`src/rtl/fifo_sync_flags.sv`:
```
// fifo_sync_flags: single-clock FIFO with any-depth storage, occupancy count,
// programmable almost-full/almost-empty thresholds, sticky overflow/underflow
// flags and a selectable registered or first-word-fall-through read mode.
//
// Ports:
//   clk, rst        clock and synchronous active-high reset
//   cs              chip select; gates wr_en, rd_en and clr_err
//   wr_en, data_in  write request and write data
//   rd_en           read request (pop in FWFT mode)
//   clr_err         clears the sticky error flags
//   data_out        read data
//   empty, full, almost_empty, almost_full, count   occupancy status
//   overflow, underflow                              sticky error flags
module fifo_sync_flags #(
  parameter int DATA_WIDTH = 8,
  parameter int FIFO_DEPTH = 16,
  parameter int AF_LEVEL   = FIFO_DEPTH - 2,
  parameter int AE_LEVEL   = 2,
  parameter bit FWFT       = 1'b0,
  parameter int CW         = $clog2(FIFO_DEPTH + 1)
) (
  input  logic                  clk,
  input  logic                  rst,
  input  logic                  cs,
  input  logic                  wr_en,
  input  logic                  rd_en,
  input  logic [DATA_WIDTH-1:0] data_in,
  input  logic                  clr_err,
  output logic [DATA_WIDTH-1:0] data_out,
  output logic                  empty,
  output logic                  full,
  output logic                  almost_empty,
  output logic                  almost_full,
  output logic [CW-1:0]         count,
  output logic                  overflow,
  output logic                  underflow
);

  localparam int PW = (FIFO_DEPTH > 1) ? $clog2(FIFO_DEPTH) : 1;

  logic [DATA_WIDTH-1:0] mem [FIFO_DEPTH];
  logic [PW-1:0]         wr_ptr;
  logic [PW-1:0]         rd_ptr;
  logic [CW-1:0]         count_q;
  logic [DATA_WIDTH-1:0] dout_q;
  logic                  ovf_q;
  logic                  udf_q;
  logic                  empty_i;
  logic                  full_i;
  logic                  rd_acc;
  logic                  wr_acc;

  // Status is decoded from the count register only, never from the inputs.
  always_comb begin
    empty_i = (count_q == '0);
    full_i  = (count_q == CW'(FIFO_DEPTH));
  end

  always_comb begin
    rd_acc = cs & rd_en & ~empty_i;
    // A write into a full FIFO is allowed when a read frees a slot on the
    // same edge; wr_ptr == rd_ptr then, and the read samples the old word.
    wr_acc = cs & wr_en & (~full_i | rd_acc);
  end

  // Storage is intentionally not reset.
  always_ff @(posedge clk) begin
    if (!rst && wr_acc) begin
      mem[wr_ptr] <= data_in;
    end
  end

  always_ff @(posedge clk) begin
    if (rst) begin
      wr_ptr  <= '0;
      rd_ptr  <= '0;
      count_q <= '0;
      dout_q  <= '0;
      ovf_q   <= 1'b0;
      udf_q   <= 1'b0;
    end else begin
      if (wr_acc) begin
        wr_ptr <= (wr_ptr == PW'(FIFO_DEPTH - 1)) ? '0 : wr_ptr + PW'(1);
      end
      if (rd_acc) begin
        rd_ptr <= (rd_ptr == PW'(FIFO_DEPTH - 1)) ? '0 : rd_ptr + PW'(1);
        dout_q <= mem[rd_ptr];
      end

      unique case ({wr_acc, rd_acc})
        2'b10:   count_q <= count_q + CW'(1);
        2'b01:   count_q <= count_q - CW'(1);
        default: count_q <= count_q;
      endcase

      // A new error event outranks a clear in the same cycle.
      if (cs && wr_en && !wr_acc) begin
        ovf_q <= 1'b1;
      end else if (cs && clr_err) begin
        ovf_q <= 1'b0;
      end

      if (cs && rd_en && !rd_acc) begin
        udf_q <= 1'b1;
      end else if (cs && clr_err) begin
        udf_q <= 1'b0;
      end
    end
  end

  // dout_q doubles as the last-popped word, which FWFT mode shows when empty.
  always_comb begin
    data_out = (FWFT && !empty_i) ? mem[rd_ptr] : dout_q;
  end

  always_comb begin
    empty        = empty_i;
    full         = full_i;
    almost_empty = (count_q <= CW'(AE_LEVEL));
    almost_full  = (count_q >= CW'(AF_LEVEL));
    count        = count_q;
    overflow     = ovf_q;
    underflow    = udf_q;
  end

endmodule

```
`config.mk`:
```
export PLATFORM = sky130hd
export DESIGN_NAME = fifo_sync_flags
export DESIGN_NICKNAME = d
export VERILOG_FILES = /design/src/rtl/fifo_sync_flags.sv
export SDC_FILE = /design/constraint.sdc
export NUM_CORES = 1
export LEC_CHECK = 0
export ABC_AREA = 1
export CORE_UTILIZATION = 30
export CTS_CLUSTER_DIAMETER = 50
export DETAILED_ROUTE_END_ITERATION = 8
export GPL_TIMING_DRIVEN = 1
export SYNTH_ARGS = -nofsm -noshare
export SYNTH_HDL_FRONTEND = slang
export SYNTH_SLANG_ARGS = --single-unit
```
`constraint.sdc`:
```
create_clock -name clk -period 2.1 [get_ports clk]
set_input_delay 0.63 -clock clk [delete_from_list [all_inputs] [get_ports clk]]
set_output_delay 0.63 -clock clk [all_outputs]
set_load 0.01 [all_outputs]
```
==> results.py <==
metrics = {
    "global_route": {
        "grtUsageMet1_pct": 19.3,
        "grt_overflow_total": 0,
        "antenna_found_initial": 0,
        "grt_most_used_layer": "met2",
        "grt_pass1_vias": 4435,
        "track_usage_pct": 15.0,
        "grt_start_max_net_pins": 45,
        "met2_usage_pct": 25.1,
        "grt_pass1_wl_mm": 24.2,
        "use_met3_pct": 3.43,
    },
    "clock_tree": {
        "cts_buffer_depth": 2,
        "root_buffer": "clkbuf_16",
        "cts_sinks": 151,
        "cts_buffers": 17,
        "clk_pin_slew_ns": 0.06,
        "cts_tree": "yes",
        "cts_max_level": 4,
        "insertion_delay_ns": 0.42,
        "post_cts_buffers": 0,
    },
    "die": {
        "dieArea_sq_um": 21700,
        "core_area_sq_um": 20500,
        "io_pins": 33,
        "chipHeight_um": 147,
        "row_count": 52,
        "die_x_um": 147,
        "start_util_pct": 31.0,
    },
    "route": {
        "drc": 0,
        "avgViaCountPerCell": 4.58,
        "routed_wl_mm": 15.1,
        "wl_per_cell_um": 15.9,
        "drtIter0Drc": 355,
        "vias": 4343,
        "antenna_left": 0,
        "first_pass_iters": 5,
    },
    "sta": {
        "holdWs_ns": 0.475,
        "rsz0062_at_grt": "no",
        "fmax_mhz": 498,
        "setup_viol": 0,
        "slew_headroom_pct": 63.2,
        "slew_violations": 0,
        "fin_worst_skew_ns": 0.00674,
        "tns_ns": 0,
        "tightest_slew_ns": 0.550,
        "finalHoldViolations": 0,
        "fin_crit_sh_pct": 95.6,
        "min_period_ns": 2.01,
    },
    "power_and_ir_drop": {
        "power.density_nw_per_um2": 924,
        "p_switching_w": 0.00166,
        "p_comb_share_pct": 11.0,
        "sequentialPowerShare_pct": 45.4,
        "p_int_w": 0.00570,
        "power.share.clock_pct": 43.7,
        "peakVddDrop_mv": 0.554,
        "p_sw_share_pct": 22.6,
        "power_leakage_nw": 2.98,
    },
    "setup_path": {
        "crit_arrival_ns": 1.38,
        "cp_slowest_stage_delay_ns": 0.58,
        "cp_cell_sequence": "clkdlybuf4s50_1",
        "worstPathRequired_ns": 1.47,
        "path_delay_family": "buffers and inverters",
        "reg2reg_from": "count[3]",
        "critPathBufInv": 1,
        "cp_max_fo": 2,
        "path_class": "flop to output pin",
        "crit_start": "data_out[3]",
        "crit_path_top_delay_cell": "clkdlybuf4s50_1",
        "end_kind": "output pin",
        "cp-start-kind": "flop",
    },
    "yosys": {
        "yosys-top-cells-area": "edfxtp_1 (61%), dfxtp_1 (7.3%), nor2_1 (6.3%)",
        "synthMostInstantiatedCell": "edfxtp_1",
        "syn_nets": 605,
        "yosysSeqAreaShare_pct": 67.8,
        "synth-main-ff-cell": "edfxtp_1",
        "yosys-top-cells-count": "edfxtp_1 (128), nor2_1 (106), nand2_1 (97), nand3_1 (60), o21ai_1 (34)",
        "synth-edff-count": 128,
        "synth.avg_cell_area_sq_um": 10.9,
        "synth_top_area_share_pct": 60.6,
        "syn_inst": 582,
        "ys_seq_elements": 151,
        "synth.distinct_cells": 28,
        "ys_warn_count": 0,
        "syn-cell-area_sq_um": 6340,
        "synth_top_area_cell": "edfxtp_1",
        "async_reset_ff_share_pct": 0,
    },
    "layout": {
        "area_growth_syn_to_layout_pct": 25.6,
        "multi_input_area_sq_um": 1830,
        "final_core_util_pct": 38.9,
        "fin_cells": 948,
        "regArea_sq_um": 4320,
        "diodes": 0,
        "nFillCells": 1957,
        "drive_gt1_share_pct": 17.4,
        "num-nets-final": 688,
    },
    "place": {
        "dp_cells": 916,
        "port_buffers": 32,
        "routabilityCongestion": 0.789,
        "hpwl_mm": 9.67,
    },
    "run_status": {
        "status": "finished, final reports clean",
    },
    "job": {
        "max-cap-violations": 0,
    },
    "min_path": {
        "hold_start": "underflow",
        "hp-class": "flop to flop",
    },
}
kinds of logic (layout without fill, tap and decap cells):
| kind of cell | count (synthesis) | count (layout) | synth area share, % |
|---|---|---|---|
| AND/OR/NAND/NOR | 273 | 273 | 18.4 |
| flip-flops | 151 | 151 | 67.8 |
| AO/OA/AOI/OAI | 92 | 92 | 7.26 |
| buffers and inverters | 53 | 149 | 4.06 |
| adder cells (fa/ha/maj) | 9 | 9 | 1.89 |
| XOR/XNOR | 4 | 4 | 0.552 |
final timing paths:
kind | end | slack (ns) | depth (start not counted)
worst max-delay path | data_out[3] | 0.09 | 1
worst min register to register | underflow | 0.48 | 2
worst max register to register | count[4] | 0.26 | 13
worst min-delay path | underflow | 0.48 | 2
per-stage QoR:
stage	setup WS [ns]	instance area, sq um	total power, W
after floorplan	0.000659	6340	0.00386
after global placement	-0.438	7290	0.00420
after detailed placement	-0.454	7290	0.00421
after CTS	0.0174	7920	0.00740
after global routing	0.0211	7970	0.00764
final	0.0926	7970	0.00736
power groups by stage:
stage / sequential [W] / combinational, W / clock, W
after floorplan: 0.00341 / 0.000447 / 0
after global placement: 0.00340 / 0.000806 / 0
after detailed placement: 0.00340 / 0.000813 / 0
after CTS: 0.00334 / 0.000808 / 0.00325
after global routing: 0.00335 / 0.000903 / 0.00339
final: 0.00334 / 0.000808 / 0.00322
layout make-up:
class                      count  area share (%)
clock buffer                  21            5.53
clock inverter                11            2.24
inverter                      26            1.32
multi-input combinational    378            22.9
sequential                   151            54.2
tap                          270            4.24
timing repair buffer          91            9.53
cells in the final DEF, fill, tap and decap left out, types with 3 or more instances in the layout:
cell / Yosys / routed
a21oi_1: 28 / 26
buf_4: 4 / 59
bufinv_16: 0 / 5
clkbuf_1: 5 / 4
clkbuf_16: 0 / 17
clkdlybuf4s50_1: 0 / 25
clkinv_1: 2 / 5
dfxtp_1: 23 / 17
dfxtp_4: 0 / 4
dlymetal6s2s_1: 0 / 3
edfxtp_1: 128 / 128
ha_1: 8 / 7
inv_1: 20 / 18
inv_2: 3 / 4
nand2_1: 97 / 93
nand2_2: 0 / 4
nand3_1: 60 / 59
nand3_2: 2 / 3
nor2_1: 106 / 103
nor2_2: 1 / 4
o21ai_0: 30 / 30
o21ai_1: 34 / 34
xor2_1: 3 / 3
what timing repair did:
action	in CTS	in global routing
hold buffers	0	0
hold endpoints to repair	0	0
gates resized for setup	14	22
endpoints found under the setup margin	7	116
cloned	0	0
pin swaps	0	3
worst reg2reg max path, cell delays in order, from the launching register on:
cell and delay, ns:
dfxtp_4 0.36, nor2_4 0.16, nand3_2 0.12, nand2_4 0.09, inv_4 0.05, nand2_8 0.06, inv_2 0.06, ha_1 0.32
a21oi_2 0.16, nand3_1 0.08, nand2_1 0.10, nand3_1 0.08, nand2_1 0.07, nor2_1 0.04
layer usage:
layer | share of wire [%] | routed length (um)
met5 | 0 | 0
met4 | 1.3 | 195
met3 | 7.0 | 1060
met2 | 49 | 7420
met1 | 43 | 6430
state kept, by name, summed over array words and instances, names as in the netlist:
| signal | flops |
|---|---|
| count | 5 |
| overflow | 1 |
| underflow | 1 |
| mem | 128 |
| data_out | 8 |
| wr_ptr | 4 |
| rd_ptr | 4 |
No activity file was read; power rests on OpenSTA's default activity.
